**config.mk**
```make
export PLATFORM = sky130hd
export DESIGN_NAME = serial_subtractor
export DESIGN_NICKNAME = d
export VERILOG_FILES = /design/src/rtl/serial_subtractor.sv
export SDC_FILE = /design/constraint.sdc
export NUM_CORES = 1
export LEC_CHECK = 0
export BUFFER_PORTS_ARGS = -buffer_cell sky130_fd_sc_hd__buf_2
export CAP_MARGIN = 20
export CORE_ASPECT_RATIO = 1.75
export CORE_UTILIZATION = 55
export CTS_CLUSTER_SIZE = 14
export DETAILED_ROUTE_END_ITERATION = 16
export PLACE_DENSITY = 0.85
export SYNTH_ARGS = -nofsm -noshare
export SYNTH_HDL_FRONTEND = slang
export SYNTH_SLANG_ARGS = --single-unit
```
**constraint.sdc**
```tcl
create_clock -name clk -period 2.01 [get_ports clk]
set_input_delay 0.3015 -clock clk [delete_from_list [all_inputs] [get_ports clk]]
set_output_delay 0.3015 -clock clk [all_outputs]
set_load 0.02 [all_outputs]
```
**src/rtl/serial_subtractor.sv**
```systemverilog
// Bit-serial A - B, LSB first, one full-subtractor cell plus a borrow flop.
// Define SERIAL_SUB_OVF_EN to add the signed-overflow output ovf.
module serial_subtractor #(
  parameter int unsigned WIDTH = 8
) (
  input  logic             clk,
  input  logic             rst_n,
  input  logic             start,
  input  logic [WIDTH-1:0] a,
  input  logic [WIDTH-1:0] b,
  output logic             busy,
  output logic             done,
  output logic [WIDTH-1:0] diff,
  output logic             borrow_out
`ifdef SERIAL_SUB_OVF_EN
  ,
  output logic             ovf
`endif
);

  localparam int unsigned CW = $clog2(WIDTH);

  typedef enum logic [1:0] {IDLE, SHIFT, DONE} state_t;

  state_t           state_q, state_d;
  logic [WIDTH-1:0] a_q, a_d, b_q, b_d, res_q, res_d;
  logic [WIDTH-1:0] diff_q, diff_d;
  logic [CW-1:0]    cnt_q, cnt_d;
  logic             bw_q, bw_d, borrow_q, borrow_d;
  logic             d_bit, bw_nx;
`ifdef SERIAL_SUB_OVF_EN
  logic             asgn_q, asgn_d, bsgn_q, bsgn_d, ovf_q, ovf_d;
`endif

  // Full-subtractor cell on the current LSBs
  assign d_bit = a_q[0] ^ b_q[0] ^ bw_q;
  assign bw_nx = (~a_q[0] & b_q[0]) | (~(a_q[0] ^ b_q[0]) & bw_q);

  always_comb begin
    state_d  = state_q;
    a_d      = a_q;
    b_d      = b_q;
    res_d    = res_q;
    cnt_d    = cnt_q;
    bw_d     = bw_q;
    diff_d   = diff_q;
    borrow_d = borrow_q;
`ifdef SERIAL_SUB_OVF_EN
    asgn_d   = asgn_q;
    bsgn_d   = bsgn_q;
    ovf_d    = ovf_q;
`endif
    case (state_q)
      IDLE, DONE: begin
        if (start) begin
          state_d = SHIFT;
          a_d     = a;
          b_d     = b;
          bw_d    = 1'b0;
          cnt_d   = '0;
`ifdef SERIAL_SUB_OVF_EN
          asgn_d  = a[WIDTH-1];
          bsgn_d  = b[WIDTH-1];
`endif
        end else begin
          state_d = IDLE;
        end
      end
      SHIFT: begin
        a_d   = {1'b0, a_q[WIDTH-1:1]};
        b_d   = {1'b0, b_q[WIDTH-1:1]};
        res_d = {d_bit, res_q[WIDTH-1:1]};
        bw_d  = bw_nx;
        cnt_d = cnt_q + 1'b1;
        // Outputs are loaded on the last shift edge so they are valid throughout DONE
        if (cnt_q == CW'(WIDTH - 1)) begin
          state_d  = DONE;
          diff_d   = res_d;
          borrow_d = bw_nx;
`ifdef SERIAL_SUB_OVF_EN
          ovf_d    = (asgn_q != bsgn_q) && (d_bit != asgn_q);
`endif
        end
      end
      default: state_d = IDLE;
    endcase
  end

  always_ff @(posedge clk or negedge rst_n) begin
    if (!rst_n) begin
      state_q  <= IDLE;
      a_q      <= '0;
      b_q      <= '0;
      res_q    <= '0;
      cnt_q    <= '0;
      bw_q     <= 1'b0;
      diff_q   <= '0;
      borrow_q <= 1'b0;
`ifdef SERIAL_SUB_OVF_EN
      asgn_q   <= 1'b0;
      bsgn_q   <= 1'b0;
      ovf_q    <= 1'b0;
`endif
    end else begin
      state_q  <= state_d;
      a_q      <= a_d;
      b_q      <= b_d;
      res_q    <= res_d;
      cnt_q    <= cnt_d;
      bw_q     <= bw_d;
      diff_q   <= diff_d;
      borrow_q <= borrow_d;
`ifdef SERIAL_SUB_OVF_EN
      asgn_q   <= asgn_d;
      bsgn_q   <= bsgn_d;
      ovf_q    <= ovf_d;
`endif
    end
  end

  assign busy       = (state_q == SHIFT);
  assign done       = (state_q == DONE);
  assign diff       = diff_q;
  assign borrow_out = borrow_q;
`ifdef SERIAL_SUB_OVF_EN
  assign ovf        = ovf_q;
`endif

endmodule

```
; ---- Yosys cells after proc, flatten, opt, wreduce, memory -nomap -nowiden
; Index checks and enable logic that the tools add are counted.
[totals]
ff_bits = 39
in_bits = 19
out_inout_bits = 11
elab_cells = 37
[classes]
addsub = 1
n_eq_ne = 5
n_mux = 11
bitwise_logic = 7
reduce_logical = 5
[op_table]
columns = op, count
row1 = $pmux 8 s2, 2
row2 = $mux 8, 2
row3 = $pmux 3 s2, 1
row4 = $pmux 2 s2, 1
row5 = $reduce_and 2->1, 2
row6 = $add 3x1->3 const B, 1
row7 = $eq 3x3->1 const B, 1
row8 = $mux 3, 1
row9 = $and 1x1->1, 2
row10 = $eq 2x1->1 const B, 1
row11 = $eq 2x2->1 const B, 1
row12 = $logic_not 2->1, 1
row13 = $mux 1, 2
row14 = $mux 2, 1
row15 = $ne 2x1->1 const B, 1
row16 = $ne 2x2->1 const B, 1
row17 = $not 1->1, 2
row18 = $pmux 1 s2, 1
row19 = $reduce_bool 2->1, 1
row20 = $reduce_or 2->1, 1
row21 = $xor 1x1->1, 2
row22 = $or 1x1->1, 1

; ---- Depth between registers and ports, before layout
[logic_depth]
word_depth = 5
ltp_mapped = 6
mapped_depth_nobuf = 5

; ---- Least setup slack after synthesis
; No wires, ideal clock.
[synth_timing]
path_type = reg-to-reg
start = reg cnt_q[0]
end = reg diff_q[1], in the netlist diff[1]
setup_time_ns = 0.125
t_arrival_ns = 1.367
required_time_ns = 1.885
path_slack_ns = 0.518
path_stages_with_launch = 6
n_path_buf = 1
synth_period_minus_slack_ns = 1.492
path_cell_list = dfrtp_1 ha_1 ha_1 nand3b_1 buf_2 mux2_2
[synth_via]
elab_chain_len = 2
[synth_rtl]
columns = element, line_no
row1 = start: declaration, 28  ; logic [CW-1:0] cnt_q, cnt_d;
row2 = start signal: assignment, 109  ; cnt_q <= cnt_d;
row3 = $eq 3x3->1, 76  ; if (cnt_q == CW'(WIDTH - 1)) begin
row4 = $reduce_and 2->1 (no source line), -
row5 = end signal: assignment, 111  ; diff_q <= diff_d;
row6 = end: declaration, 27  ; logic [WIDTH-1:0] diff_q, diff_d;
; No other way between the ends.
; A chain may end at the register's enable or synchronous reset.

; ---- Worst setup path in the final report
[layout_timing]
start = reg state_q[0]
end = out busy
[layout_via]
elab_chain_len = 1
[layout_rtl]
columns = element, line_no
row1 = start: declaration, 25  ; state_t state_q, state_d;
row2 = start signal: assignment, 105  ; state_q <= state_d;
row3 = $eq 2x1->1, 121  ; assign busy = (state_q == SHIFT);
row4 = end: declaration, 11  ; output logic busy,
; No other way between the ends.

==> impl_results.md <==
* Area share of fa/ha/maj cells after synthesis at 0.0256
* Post-CTS sizing at 0
* Switch share at 0.377
* Total congestion overflow at 0
* Final instance area at 1990 um2
* Post-Synth XOR/XNOR Area at 0
* RSZ-0062 raised after global routing: false
* Mapped Cells at 160
* Max clock buf depth at 2
* Synthesized area per cell at 11.0 um2
* Netlist Area Pre-Place at 1760 um2
* Post-DR wirelength/cell at 13.8 um
* Vias in the first global route at 1304
* Htree depth at 2
* Hold slack final at 0.0836 ns
* CP required at 1.71 ns
* Detailed Route Iter0 Violations at 21
* P_leak at 0.969 nW
* Seq pwr share at 0.434
* Main combinational cell family by area after synthesis: compound AO/OA/AOI/OAI gates
* Area Overhead vs Synth at 13.0%
* Worst path cell trace: nand2b_1, inv_1, buf_2
* Pin slew with the least headroom to its limit at 0.804 ns
* Simple-gate share of the synthesized area at 0.115
* Layout cells sized above 1 at 0.277
* DRT Pass-1 Iters at 4
* Combinational Power Share at 0.392
* Outcome: finished, final reports clean
* Hold Path Class: input pin to async pin
* Largest net degree at the start of global routing at 39
* Setup CP Type: register to output pin
* Crit-path max FO at 9
* Clk pwr share at 0.174
* Mux contribution to synthesized area at 0.121
* Die W at 44.7 um
* Final-report hold violation count at 0
* Rel. slew slack at 0.464
* Multi-input logic area at 682 um2
* Routed WL at 3190 um
* Starting Density at 0.587
* # diodes at 0
* Setup bufs post-CTS at 0
* CP top delay family: buffers and inverters
* Clock tree sinks at 38
* R2R setup slack at 0.34 ns
* DP Wirelength at 2230 um
* Area post-placement at 1890 um2
* WP data arrival at 1.52 ns
* Root Buffer: clkbuf_8
* Via density at 5.40
* DIE HEIGHT at 76.8 um
* # rows at 26
* CTS Buf Count at 5
* Synth unique cells at 23
* Max_cap viols at 0
* Max VDD drop at 0.738 mV
* Post-route ant nets at 0
* Via count at 1242
* Internal at 1.95 mW
* Yosys reg bits at 38
* Final period utilization at 0.907
* Nets@finish at 209
* Sequential area share after synthesis at 0.541
* Slew Viols, Final at 0
* Setup TNS at 0 ns
* Crit Reg-Reg Endpoint: diff[7]$_DFFE_PN0P_
* Clock Skew at 0.00701 ns
* TritonCTS clock tree: yes
* Ys Warns at 0
* CP bufs+invs at 2
* Fmax at 549 MHz
* Initial antenna violation count at 0
* Worst setup EP type: output pin
* Sw power at 1.18 mW
* Worst R2R Start: cnt_q[0]$_DFFE_PN0P_
* Remaining routing DRC violations at 0
* Cell Pwr Density at 1580 nW/um2
* Die area at 3440 um2
* Ports at 30
* Setup Viol. Count Final at 0
* Input/output buffers at 29
* First-pass GRT wire length at 5550 um
* R2R depth at 4
* Clock latency on the worst-skew pair at 0.30 ns
* Core Footprint at 2990 um2
* Final min period at 1.82 ns
* Slowest CP cell: dfrtp_1
* GRT Total Usage at 0.220
* Post-Syn Nets at 182
* Fin util at 0.663
* Largest stage delay, worst path at 0.46 ns
* Layout fillers at 257
* Hold-fix buffers, CTS at 0
* Final Wtd Congestion at 0.741
* Compound-gate portion of the synthesized area at 0.127
* Clk slew on worst S/H paths at 0.08 ns
* Startpoint Class: register
* Sequential Area at 951 um2
## sequential cells by signal (all words and copies together) (netlist names)
signal and cells:
state_q 2, res_q 7, diff 8, borrow_out 1, a_q 8, b_q 8
bw_q 1, cnt_q 3
## metal layers
metal	global-route usage	routed length, um	part of all wire	up-vias
met5	0	0	0	-
met4	0.0970	72	0.023	0
met3	0.0659	130	0.041	6
met2	0.387	1740	0.55	38
met1	0.228	1240	0.39	596
li1	-	-	-	602
## final cells by class
cell class              instances  area share
flip-flops and latches         38       0.479
multi-input cells             100       0.343
repair buffers                 32      0.0844
clock buffers                   6      0.0416
well taps                      42      0.0265
inverters                      10      0.0189
clock inverters                 2     0.00630
## through the flow
| step | setup WS [ns] | std cells | power [mW] |
|---|---|---|---|
| 6_report | 0.187 | 230 | 3.14 |
| 5_1_grt | 0.101 | 230 | 3.40 |
| 4_1_cts | 0.200 | 230 | 3.17 |
| 3_5_place_dp | 0.343 | 222 | 2.61 |
| 3_3_place_gp | 0.384 | 222 | 2.51 |
| 2_1_floorplan | 0.518 | 160 | 2.32 |
## placed cells by master (no fill, tap or decap), drive strengths merged, types with 2 or more instances in the layout
master | Yosys | routed
a211oi | 8 | 8
a21oi | 13 | 13
a22o | 3 | 3
buf | 9 | 32
clkbuf | 3 | 6
dfrtp | 38 | 38
ha | 2 | 2
inv | 10 | 10
mux2 | 10 | 10
mux2i | 10 | 10
nand2 | 23 | 23
nand2b | 2 | 2
nand3 | 3 | 3
nor2 | 2 | 2
nor2b | 9 | 9
o21ai | 6 | 6
o22ai | 5 | 5
## cell usage after synthesis
library cell	number	area share
dfrtp_1	38	0.54
nand2_1	23	0.049
a21oi_1	13	0.037
inv_1	10	0.021
mux2_2	10	0.064
mux2i_1	10	0.057
nor2b_1	9	0.032
a211oi_1	8	0.034
o21ai_0	6	0.017
buf_6	5	0.032
o22ai_1	5	0.018
buf_2	4	0.011
a22o_1	3	0.015
clkbuf_1	3	0.0064
nand3_1	3	0.0085
ha_1	2	0.014
nor2_1	2	0.0043
a221o_1	1	0.0057
and2_4	1	0.0050
fa_1	1	0.011
nand2b_1	1	0.0036
nand2b_4	1	0.0078
nand3b_1	1	0.0043
## how the worst max path moves through the flow
| stage | startpoint | end | slack [ns] | depth (start not counted) |
|---|---|---|---|---|
| final | state_q[0]$_DFFE_PN0P_ | busy | 0.19 | 3 |
| after global routing | state_q[0]$_DFFE_PN0P_ | busy | 0.10 | 3 |
| after CTS | state_q[0]$_DFFE_PN0P_ | busy | 0.20 | 3 |
| after detailed placement | cnt_q[0]$_DFFE_PN0P_ | diff[7]$_DFFE_PN0P_ | 0.34 | 4 |
| after global placement | cnt_q[0]$_DFFE_PN0P_ | diff[7]$_DFFE_PN0P_ | 0.38 | 4 |
| after floorplan | cnt_q[0]$_DFFE_PN0P_ | diff[1]$_DFFE_PN0P_ | 0.52 | 5 |
## power by group through the flow
stage          Sequential, mW  Clock, mW  Combinational, mW
2_1_floorplan            1.41          0              0.911
3_3_place_gp             1.35          0               1.16
3_5_place_dp             1.38          0               1.23
4_1_cts                  1.37      0.558               1.25
5_1_grt                  1.41      0.587               1.40
6_report                 1.36      0.547               1.23
## kinds of logic after synthesis
logic type / count (synthesis)
buffers and inverters: 22
adder cells (fa/ha/maj): 3
multiplexers: 20
AO/OA/AOI/OAI: 36
AND/OR/NAND/NOR: 41
flip-flops: 38
No activity file was read; power rests on OpenSTA's default activity.
